**config.mk**
```make
export PLATFORM = sky130hd
export DESIGN_NAME = mar_seq_flat
export DESIGN_NICKNAME = d
export VERILOG_FILES = /design/src/rtl/mar_seq_if.sv /design/src/rtl/mar_seq.sv /design/src/flat_wrapper.sv
export SDC_FILE = /design/constraint.sdc
export NUM_CORES = 1
export LEC_CHECK = 0
export ABC_CLOCK_PERIOD_IN_PS = 4100
export CAP_MARGIN = 20
export CELL_PAD_IN_SITES_DETAIL_PLACEMENT = 0
export CELL_PAD_IN_SITES_GLOBAL_PLACEMENT = 1
export CORE_ASPECT_RATIO = 1.4
export CORE_MARGIN = 4
export CORE_UTILIZATION = 35
export DETAILED_ROUTE_END_ITERATION = 10
export GPL_ROUTABILITY_DRIVEN = 0
export HOLD_SLACK_MARGIN = 0.05
export PLACE_DENSITY = 0.91
export SETUP_SLACK_MARGIN = 0.3
export SLEW_MARGIN = 20
export SYNTH_ARGS = -nofsm -noshare
export SYNTH_HDL_FRONTEND = slang
export SYNTH_SLANG_ARGS = --single-unit
```
**constraint.sdc**
```tcl
create_clock -name clk -period 4.1 [get_ports clk]
set_input_delay 0.41 -clock clk [delete_from_list [all_inputs] [get_ports clk]]
set_output_delay 0.41 -clock clk [all_outputs]
set_load 0.005 [all_outputs]
```
**src/rtl/mar_seq_if.sv**
```systemverilog
// mar_seq_if: command, load-source and status signals of the memory address
// register sequencer. The sequencer takes the slave side; whatever drives
// commands and watches the address takes the master side.
interface mar_seq_if #(
    parameter int AW   = 12,
    parameter int SPW  = 16,
    parameter int ARGW = 10,
    parameter int LENW = 4
);
    logic            load;
    logic            mar_inc;
    logic            jump;
    logic            pc_mar_load;
    logic            mar_a_load;
    logic            mar_stack;
    logic [SPW-1:0]  sp_out;
    logic [ARGW-1:0] ir_arg;
    logic [AW-1:0]   bus;
    logic [AW-1:0]   pc;
    logic [AW-1:0]   a_out;
    logic            burst_start;
    logic [LENW-1:0] burst_len;
    logic            mem_ready;
    logic [AW-1:0]   out;
    logic            busy;
    logic            burst_done;
    logic            wrap;
    logic            stack_fault;

    modport master (
        output load, mar_inc, jump, pc_mar_load, mar_a_load, mar_stack,
        output sp_out, ir_arg, bus, pc, a_out,
        output burst_start, burst_len, mem_ready,
        input  out, busy, burst_done, wrap, stack_fault
    );

    modport slave (
        input  load, mar_inc, jump, pc_mar_load, mar_a_load, mar_stack,
        input  sp_out, ir_arg, bus, pc, a_out,
        input  burst_start, burst_len, mem_ready,
        output out, busy, burst_done, wrap, stack_fault
    );
endinterface

```
**src/rtl/mar_seq.sv**
```systemverilog
// mar_seq: memory address register with prioritised single-cycle load
// commands and a counted burst mode. All state moves on the falling edge of
// clk; reset is asynchronous and active-low.
//
// Optional build macro MAR_STACK_BOUND_EN: when defined, a mar_stack whose
// full-width sum exceeds STACK_LIMIT leaves the address untouched and pulses
// stack_fault instead. When undefined, the stack sum is always truncated and
// loaded and stack_fault stays 0.
//
// state | meaning
// IDLE  | accepting one load command per edge
// BURST | stepping the address on each mem_ready beat, commands dropped
// DONE  | one-cycle burst_done pulse, commands dropped
module mar_seq #(
    parameter int            AW          = 12,
    parameter int            SPW         = 16,
    parameter int            ARGW        = 10,
    parameter int            LENW        = 4,
    parameter logic [AW-1:0] STACK_LIMIT = 12'hFFF
) (
    input logic      clk,
    input logic      reset,
    mar_seq_if.slave mif
);
    typedef enum logic [1:0] {
        ST_IDLE  = 2'd0,
        ST_BURST = 2'd1,
        ST_DONE  = 2'd2
    } state_t;

    state_t          state_q, state_d;
    logic [AW-1:0]   addr_q, addr_d;
    logic [LENW-1:0] cnt_q, cnt_d;
    logic            wrap_q, wrap_d;
    logic            fault_q, fault_d;

    logic [AW:0]     inc_sum;
    logic [AW:0]     jump_sum;
    logic [AW-1:0]   stack_addr;

    assign inc_sum  = {1'b0, addr_q} + (AW+1)'(1);
    assign jump_sum = {1'b0, addr_q} + (AW+1)'(2);

`ifdef MAR_STACK_BOUND_EN
    logic [SPW:0] stack_sum;
    logic         stack_over;
    assign stack_sum  = {1'b0, mif.sp_out} + (SPW+1)'(mif.ir_arg) + (SPW+1)'(1);
    assign stack_addr = stack_sum[AW-1:0];
    assign stack_over = stack_sum > (SPW+1)'(STACK_LIMIT);
`else
    // Only the low AW bits survive truncation, so the sum is formed at AW bits.
    assign stack_addr = mif.sp_out[AW-1:0] + AW'(mif.ir_arg) + AW'(1);
`endif

    // Next-state, next-address and pulse decode; commands only act in IDLE.
    always_comb begin
        state_d = state_q;
        addr_d  = addr_q;
        cnt_d   = cnt_q;
        wrap_d  = 1'b0;
        fault_d = 1'b0;
        case (state_q)
            ST_IDLE: begin
                if (mif.burst_start) begin
                    addr_d  = mif.bus;
                    cnt_d   = mif.burst_len;
                    state_d = (mif.burst_len == '0) ? ST_DONE : ST_BURST;
                end else if (mif.mar_stack) begin
`ifdef MAR_STACK_BOUND_EN
                    if (stack_over) begin
                        fault_d = 1'b1;
                    end else begin
                        addr_d = stack_addr;
                    end
`else
                    addr_d = stack_addr;
`endif
                end else if (mif.load) begin
                    addr_d = mif.bus;
                end else if (mif.jump) begin
                    {wrap_d, addr_d} = jump_sum;
                end else if (mif.pc_mar_load) begin
                    addr_d = mif.pc;
                end else if (mif.mar_inc) begin
                    {wrap_d, addr_d} = inc_sum;
                end else if (mif.mar_a_load) begin
                    addr_d = mif.a_out;
                end
            end
            ST_BURST: begin
                if (mif.mem_ready) begin
                    {wrap_d, addr_d} = inc_sum;
                    cnt_d            = cnt_q - LENW'(1);
                    if (cnt_q == LENW'(1)) begin
                        state_d = ST_DONE;
                    end
                end
            end
            ST_DONE: begin
                state_d = ST_IDLE;
            end
            default: begin
                state_d = ST_IDLE;
            end
        endcase
    end

    // Falling-edge state register; reset aborts any burst without a done pulse.
    always_ff @(negedge clk or negedge reset) begin
        if (!reset) begin
            state_q <= ST_IDLE;
            addr_q  <= '0;
            cnt_q   <= '0;
            wrap_q  <= 1'b0;
            fault_q <= 1'b0;
        end else begin
            state_q <= state_d;
            addr_q  <= addr_d;
            cnt_q   <= cnt_d;
            wrap_q  <= wrap_d;
            fault_q <= fault_d;
        end
    end

    assign mif.out         = addr_q;
    assign mif.busy        = (state_q == ST_BURST);
    assign mif.burst_done  = (state_q == ST_DONE);
    assign mif.wrap        = wrap_q;
    assign mif.stack_fault = fault_q;
endmodule

```
**src/flat_wrapper.sv**
```systemverilog
// flat-port wrapper written by rule: the top's interface ports become plain ports
module mar_seq_flat 
#(
    parameter int            AW          = 12,
    parameter int            SPW         = 16,
    parameter int            ARGW        = 10,
    parameter int            LENW        = 4,
    parameter logic [AW-1:0] STACK_LIMIT = 12'hFFF
)
  (clk, reset, mif_load, mif_mar_inc, mif_jump, mif_pc_mar_load, mif_mar_a_load, mif_mar_stack, mif_sp_out, mif_ir_arg, mif_bus, mif_pc, mif_a_out, mif_burst_start, mif_burst_len, mif_mem_ready, mif_out, mif_busy, mif_burst_done, mif_wrap, mif_stack_fault);
  mar_seq_if #(.AW(AW), .SPW(SPW), .ARGW(ARGW), .LENW(LENW)) mif_i ();
  input logic clk;
  input logic reset;
  input wire logic [$bits(mif_i.load)-1:0] mif_load;
  input wire logic [$bits(mif_i.mar_inc)-1:0] mif_mar_inc;
  input wire logic [$bits(mif_i.jump)-1:0] mif_jump;
  input wire logic [$bits(mif_i.pc_mar_load)-1:0] mif_pc_mar_load;
  input wire logic [$bits(mif_i.mar_a_load)-1:0] mif_mar_a_load;
  input wire logic [$bits(mif_i.mar_stack)-1:0] mif_mar_stack;
  input wire logic [$bits(mif_i.sp_out)-1:0] mif_sp_out;
  input wire logic [$bits(mif_i.ir_arg)-1:0] mif_ir_arg;
  input wire logic [$bits(mif_i.bus)-1:0] mif_bus;
  input wire logic [$bits(mif_i.pc)-1:0] mif_pc;
  input wire logic [$bits(mif_i.a_out)-1:0] mif_a_out;
  input wire logic [$bits(mif_i.burst_start)-1:0] mif_burst_start;
  input wire logic [$bits(mif_i.burst_len)-1:0] mif_burst_len;
  input wire logic [$bits(mif_i.mem_ready)-1:0] mif_mem_ready;
  output wire logic [$bits(mif_i.out)-1:0] mif_out;
  output wire logic [$bits(mif_i.busy)-1:0] mif_busy;
  output wire logic [$bits(mif_i.burst_done)-1:0] mif_burst_done;
  output wire logic [$bits(mif_i.wrap)-1:0] mif_wrap;
  output wire logic [$bits(mif_i.stack_fault)-1:0] mif_stack_fault;
  assign mif_i.load = mif_load;
  assign mif_i.mar_inc = mif_mar_inc;
  assign mif_i.jump = mif_jump;
  assign mif_i.pc_mar_load = mif_pc_mar_load;
  assign mif_i.mar_a_load = mif_mar_a_load;
  assign mif_i.mar_stack = mif_mar_stack;
  assign mif_i.sp_out = mif_sp_out;
  assign mif_i.ir_arg = mif_ir_arg;
  assign mif_i.bus = mif_bus;
  assign mif_i.pc = mif_pc;
  assign mif_i.a_out = mif_a_out;
  assign mif_i.burst_start = mif_burst_start;
  assign mif_i.burst_len = mif_burst_len;
  assign mif_i.mem_ready = mif_mem_ready;
  assign mif_out = mif_i.out;
  assign mif_busy = mif_i.busy;
  assign mif_burst_done = mif_i.burst_done;
  assign mif_wrap = mif_i.wrap;
  assign mif_stack_fault = mif_i.stack_fault;
  mar_seq #(.AW(AW), .SPW(SPW), .ARGW(ARGW), .LENW(LENW), .STACK_LIMIT(STACK_LIMIT)) u_core (.clk(clk), .reset(reset), .mif(mif_i));
endmodule
```
Word level (Yosys, flattened, before mapping)
Index checks and enable logic that the tools add are counted.

Register bits: 19. Bits of input ports: 76. Output and inout bits: 16. Logic and storage cells: 47.

$add $sub $neg: 5. Equality and inequality tests: 7. Mux-type cells: 25. Reductions and logical operators: 6.

Operators by type and width (count): 12-bit 2-to-1 mux (8); 12-bit one-hot mux with 2 select lines (1); 12-bit by 1-bit adder with 13-bit output, second input constant (1); 12-bit by 2-bit adder with 13-bit output, second input constant (1); 12-bit by 1-bit adder with 12-bit output, second input constant (1); 12-bit by 10-bit adder with 12-bit output (1); 3-bit AND reduction (3); 2-bit 2-to-1 mux (4); 4-bit 2-to-1 mux (2); 8-bit != test, second input constant (1); 4-bit one-hot mux with 2 select lines (1); 1-bit 2-to-1 mux (7); 4-bit by 1-bit equality test with 1-bit output, second input constant (1); 4-bit logical NOT (1); 2-bit != test, second input constant (2); 2-bit one-hot mux with 2 select lines (1); 4-bit by 1-bit subtractor with 4-bit output, second input constant (1); 2-bit by 1-bit equality test with 1-bit output, second input constant (1); 2-bit equality test, second input constant (1); 2-bit logical NOT (1); 2-bit by 1-bit != test with 1-bit output, second input constant (1); 1-bit one-hot mux with 2 select lines (1); 2-bit nonzero test (1).

Longest topological paths before layout
Gate-level depths: netlist of run 1.

Depth after elaboration: 8. Gate-level depth with buffers: 9. Mapped depth without buffers: 9.

==> impl_metrics.toml, run 1 <==
[synthesis]
synth_ff_type = "dfrtn_1"
synth_area_sq_um = 2686
ys_seq_area_share_pct = 17.70
synth_top_area_share_pct = 17.70
synth_nets = 451
yosysWarnings = 0
synthArstFlopShare_pct = 100.0
yosysUniqueCellTypes = 68
yosys-top-cells-area = "dfrtn_1 18%, a21oi_1 7.1%, ha_1 6.5%"
ys_seq_elements = 19
synth_edf_count = 0
netlist_instances = 360
avgSynthCellArea_sq_um = 7.462
yosys.area.top_type = "dfrtn_1"

[finish]
layout-drive-gt1-share_pct = 28.97
multi_input_area_sq_um = 2248
antennaDiodeCount = 0
regArea_sq_um = 475.5
final_nets = 589
synthToLayoutAreaGrowth_pct = 62.97
fillers = 662
fin_util_pct = 59.10

[cts]
path_clk_slew_ns = 0.06
clockBufferDepth = 2
cts_root_buf = "clkbuf_8"
hold_buffers = 0
insertion_delay_ns = 0.28
cts_htree_levels = 1
cts_tree = "built"
numCtsBuffers = 3
clock_sinks = 19

[die]
start_util_pct = 36.27
die_area_sq_um = 9161
num_rows = 37
die_h_microns = 111.7
die_w_microns = 82.04
io_pins = 92
fp.coreArea_sq_um = 7407

[place]
hpwl_mm = 7.732
portBuffers = 86

[detailed_routing]
dr.pass1.iters = 5
vias = 3364
routedWlPerCell_microns = 17.12
remaining_drc_errors = 0
ant_nets = 0
avgViaCountPerCell = 5.663
initialDrtViolationCount = 359
routed_wl_mm = 10.17

[setup_path]
cp.arrival_ns = 2.00
cp-end-kind = "flop"
r2r_cells = 8
startpoint_type = "input port"
required_ns = 2.17
critPathMaxFanout = 3
critical_path_class = "input port to flop"
rrSetupSlack_ns = 1.72

[timing]
worstMarginPinSlew_ns = 0.6777
hold_viol = 0
grt_setup_unrepaired = "yes"
skew_ns = 0.002045
finalSetupViolCount = 0
finalHoldWorstSlack_ns = 0.5154
relSlewSlack_pct = 54.65
slew_viol_final = 0

[grt]
antenna_found_initial = 0
grt_overflow = 0
grt_pass1_vias = 3427
grt_max_degree = 24
grt_pass1_wl_mm = 16.20
grtUsageTotal_pct = 22.14

[status]
status = "finished, final reports clean"

[power]
leakagePower_nw = 1.746
p_per_area_nw_per_um2 = 493.8
ir_drop_v = 0.0002582

[min_path]
whs_path_depth = 2
hold_class = "flop to flop"

[run]
cap_violations = 0
-- where the power goes --
group / internal [mW] / switching [mW]
sequential: 0.286 / 0.0685
clock: 0.0694 / 0.0749
combinational: 0.830 / 0.833
-- synth_stat cells, drive strengths merged (5+ instances only) --
library cell	number
a211oi	8
a21oi	38
a221oi	8
buf	15
clkbuf	12
dfrtn	19
ha	14
inv	13
nand2	27
nand2b	12
nand3	14
nor2	29
nor2b	9
nor3	12
o211ai	5
o21a	6
o21ai	24
o22ai	6
o31ai	5
or3	5
xnor2	14
xor2	9
-- stage by stage --
step                std cells  area (sq um)  power (mW)  setup slack [ns]  TNS, ns
floorplan                 360          2793       1.224           0.07870        0
global placement          570          4024       1.711           -0.5947   -5.333
detailed placement        570          4024       1.744           -0.7067   -6.019
CTS                       589          4290       2.083            0.1598        0
global route              594          4378       2.303            0.1002        0
finish                    594          4378       2.162            0.1615        0
-- worst max-delay path, stage by stage --
cell and delay, ns:
buf_8 0.09, inv_12 0.03, ha_4 0.16, fa_2 0.37, nand2b_4 0.17, a21oi_4 0.21
nor2_2 0.08, xnor2_1 0.13, a221oi_2 0.25, a21oi_1 0.11
-- cell usage in the layout, fill, tap and decap left out, types with 3 or more instances in the layout --
master,Yosys,final
clkdlybuf4s50_1,0,58
o31ai_2,1,4
o21ai_1,4,5
nand3_1,12,12
a21oi_1,38,28
or3_4,1,3
o22ai_1,6,4
buf_6,4,8
nand2_1,27,27
nor3b_1,3,3
dlygate4sd2_1,0,6
a211o_1,4,4
buf_4,2,67
nor3_1,11,11
ha_1,14,7
o21a_1,6,6
clkbuf_2,0,3
o21ai_0,20,19
nand4_1,4,4
clkbuf_8,0,3
ha_4,0,7
buf_2,6,8
nand2b_1,12,10
xor2_1,9,9
a221oi_1,7,5
xnor2_1,14,14
inv_1,13,11
a311oi_1,3,3
a211oi_1,8,7
dfrtn_1,19,19
o211ai_1,5,5
a221oi_2,1,3
nor2_2,0,3
a21oi_2,0,9
a31oi_1,3,3
nor2b_1,9,8
nor4_1,3,3
clkdlybuf4s15_1,0,5
nor2_1,29,26
-- routing by layer --
layer  up-vias  wire length (microns)  global-route usage [%]
met5         -                      0                       0
met4         0                    461                   10.31
met3        42                    645                   2.670
met2       177                   5165                   38.64
met1      1535                   3894                   26.10
li1       1610                      -                       -
-- what timing repair did --
item,4_1_cts,5_1_grt
endpoints found under the hold margin,0,0
setup buffers,14,5
gates resized for setup,106,20
pin swaps,42,27
gates cloned,1,0
endpoints found under the setup margin,22,15
-- worst paths after layout --
path / startpoint / to
worst min-delay path: u_core.cnt_q[3] / u_core.cnt_q[3]
worst min register to register: u_core.cnt_q[3] / u_core.cnt_q[3]
max in group asynchronous: reset / u_core.mif.out[11]
worst max-delay path: mif_sp_out[0] / u_core.mif.out[6]
min in group asynchronous: reset / u_core.mif.out[5]
worst max register to register: u_core.mif.out[0] / u_core.mif.out[10]
-- cells by family (layout without fill, tap and decap cells) --
| group | count (synthesis) | after routing | synth area share, % |
|---|---|---|---|
| xor gates and xnor gates | 23 | 23 | 7.499 |
| other | 1 | 1 | 0.1396 |
| buffers and inverters | 40 | 177 | 8.104 |
| AOI/OAI and AO/OA | 132 | 132 | 33.21 |
| and+or+nand+nor | 128 | 128 | 25.34 |
| adders and majority gates | 15 | 15 | 7.266 |
| DFF | 19 | 19 | 17.70 |
| muxes | 2 | 2 | 0.7453 |
-- final cells by class --
type | instances | share of cell area [%]
clock buffer | 4 | 1.029
inverter | 13 | 1.515
multi-input combinational | 301 | 51.36
sequential | 19 | 10.86
tap | 97 | 2.772
timing repair buffer | 160 | 32.47
-- sequential cells by signal, indices dropped and copies added, names as in the netlist --
| name | count |
|---|---|
| u_core.mif.out | 12 |
| u_core.cnt_q | 4 |
| u_core.state_q | 2 |
| u_core.mif.wrap | 1 |
Note: power is estimated with default switching activity, not from simulation.
==> inputs of run 2 (changes only) <==
--- a/config.mk
+++ b/config.mk
@@ -5,17 +5,17 @@
 export SDC_FILE = /design/constraint.sdc
 export NUM_CORES = 1
 export LEC_CHECK = 0
-export ABC_CLOCK_PERIOD_IN_PS = 4100
+export ABC_CLOCK_PERIOD_IN_PS = 4400
 export CAP_MARGIN = 20
 export CELL_PAD_IN_SITES_DETAIL_PLACEMENT = 0
 export CELL_PAD_IN_SITES_GLOBAL_PLACEMENT = 1
 export CORE_ASPECT_RATIO = 1.4
-export CORE_MARGIN = 4
-export CORE_UTILIZATION = 35
+export CORE_MARGIN = 1
+export CORE_UTILIZATION = 33
 export DETAILED_ROUTE_END_ITERATION = 10
 export GPL_ROUTABILITY_DRIVEN = 0
 export HOLD_SLACK_MARGIN = 0.05
-export PLACE_DENSITY = 0.91
+export PLACE_DENSITY = 0.86
 export SETUP_SLACK_MARGIN = 0.3
 export SLEW_MARGIN = 20
 export SYNTH_ARGS = -nofsm -noshare
==> constraint.sdc (replaced) <==
create_clock -name clk -period 4.4 [get_ports clk]
set_input_delay 0.44 -clock clk [delete_from_list [all_inputs] [get_ports clk]]
set_output_delay 0.44 -clock clk [all_outputs]
set_load 0.005 [all_outputs]
==> run 2 against run 1 <==
  * Combinational power decreased by 16%
  * Critical endpoint is now u_core.mif.out[11]
  * Utilization decreased by 4.9 points
  * Power shrank 12%
  * Largest cell class unchanged
  * Flip-flop and latch count did not move
  * Non-clock buffer count down 15
  * Sequential power increased by 5.9%
  * Sequential share of layout area up 0.38 points
  * Critical path depth decreased by 2
  * Largest power group unchanged
  * Die area is 7.1% lower
  * Design area shrank 3.4%
  * Cell count decreased by 2.0%
  * Hold slack gained 0.00097 ns
==> impl_metrics.toml, run 2 (synthesis gave the netlist of run 1 again) <==
[cts]
insertion_delay_ns = 0.27
path_clk_slew_ns = 0.06
cts_tree = "built"
hold_buffers = 0
numCtsBuffers = 3
clockBufferDepth = 2
cts_htree_levels = 1
cts_root_buf = "clkbuf_8"
clock_sinks = 19

[timing]
setup-tns-final_ns = 0
worstMarginPinSlew_ns = 0.6092
relSlewSlack_pct = 59.24
slew_viol_final = 0
fin_ws_ns = 0.3095
finalSetupViolCount = 0
skew_ns = 0.002762
hold_viol = 0
grt_setup_unrepaired = "yes"
finalHoldWorstSlack_ns = 0.5164

[grt]
grt_pass1_vias = 3053
grt_overflow = 0
use_met3_pct = 2.092
use_met1_pct = 27.52
busiest_layer = "met2"
grt_pass1_wl_mm = 15.03
use_met2_pct = 40.16
antenna_found_initial = 0
grt_max_degree = 28
grtUsageTotal_pct = 22.48

[power]
p_seq_share_pct = 19.8
p_sw_mw = 0.8576
p_int_mw = 1.043
p_per_area_nw_per_um2 = 449.5
p_clk_share_pct = 7.0
leakagePower_nw = 1.646
ir_drop_v = 0.0001978
swShare_pct = 45.12
finalPower_mw = 1.901
combPwrFrac_pct = 73.2

[place]
hpwl_mm = 7.437
portBuffers = 86
dp_cells = 568
post_dp_cell_area_sq_um = 3978
pre_cts_ws_ns = -0.5163

[die]
start_util_pct = 34.45
die_h_microns = 108.8
num_rows = 38
die_area_sq_um = 8511
fp.coreArea_sq_um = 7797
die_w_microns = 78.26
io_pins = 92

[setup_path]
critPathMaxStageDelay_ns = 0.33
rrSetupSlack_ns = 2.01
critPathMaxFanout = 4
cp.arrival_ns = 2.01
r2r_cells = 7
r2r_start = "u_core.mif.out[2]"
startpoint_type = "input port"
crit_start = "mif_sp_out[1]"
cp-end-kind = "flop"
required_ns = 2.32
critical_path_class = "input port to flop"
rr_endpoint = "u_core.mif.out[7]"
crit_end = "u_core.mif.out[11]"
slowest_stage = "o31a_1"
crit_chain = "buf_8 -> ha_4 -> nor2b_4 -> o31a_1 -> o31ai_4 -> a31oi_2 -> xor2_1 -> a211o_1"

[detailed_routing]
vias = 3263
avgViaCountPerCell = 5.607
remaining_drc_errors = 0
routedWlPerCell_microns = 16.68
ant_nets = 0
routed_wl_mm = 9.709
dr.pass1.iters = 4
initialDrtViolationCount = 240

[run]
cap_violations = 0

[finish]
instances_no_fill = 582
largest_register_ffs = 12
antennaDiodeCount = 0
synthToLayoutAreaGrowth_pct = 57.43
final_common_cell = "clkdlybuf4s50_1"
final_nets = 574
layout_common_cells = "60 x clkdlybuf4s50_1, 54 x buf_4, 34 x a21oi_1"
final_design_area_no_fill_sq_um = 4229
fin_util_pct = 54.24
layout-drive-gt1-share_pct = 24.90

[status]
status = "finished, final reports clean"

[min_path]
hold_class = "flop to flop"
run 2: cell types whose count changed in the layout (fill, tap and decap cells not counted), moves of 3 or more:
cell	delta
a21oi_1	+6
buf_2	-6
clkdlybuf4s15_2	+4
a21oi_2	-6
buf_6	-3
clkbuf_2	+5
buf_4	-13
run 2: worst min path at each step:
stage | from | end | slack, ns | cells after the start
global placement | u_core.state_q[1] | u_core.state_q[1] | 0.49 | 1
floorplan | u_core.cnt_q[3] | u_core.cnt_q[3] | 0.47 | 2
CTS | u_core.cnt_q[3] | u_core.cnt_q[3] | 0.52 | 2
finish | u_core.cnt_q[1] | u_core.cnt_q[1] | 0.52 | 2
global route | u_core.cnt_q[1] | u_core.cnt_q[1] | 0.55 | 2
detailed placement | u_core.state_q[1] | u_core.state_q[1] | 0.50 | 1
run 2: critical path, delay by kind of cell:
family | cells | cell delay (ns)
buf+inv | 1 | 0.10
simple gates | 1 | 0.12
xor+xnor | 1 | 0.16
compound gates | 4 | 0.98
fa+ha+maj | 1 | 0.22
run 2: routing by layer:
layer  wire length [microns]  up-vias
met4                     295        0
li1                        -     1592
met3                     552       21
met1                    4011     1504
met5                       0        -
met2                    4848      146
run 2: final cells by class:
class                           count  area (sq um)
Clock buffer                        3         41.29
Clock inverter                      1         7.507
Fill cell                         790          3568
Inverter                           13         66.31
Multi-Input combinational cell    301          2205
Sequential cell                    19         475.5
Tap cell                          100         125.1
Timing Repair Buffer              145          1309
run 2: power groups by stage:
stage / Sequential, mW / Combinational, mW / Clock [mW]
floorplan: 0.364 / 0.776 / 0
global placement: 0.392 / 1.21 / 0
detailed placement: 0.394 / 1.22 / 0
CTS: 0.378 / 1.34 / 0.136
global route: 0.385 / 1.52 / 0.144
finish: 0.376 / 1.39 / 0.133
run 2: repair_timing:
action / in CTS / in global routing
buffers inserted: 6 / 3
setup endpoints to repair: 15 / 9
resized for setup: 76 / 33
gates cloned: 1 / 0
pin swaps: 29 / 25
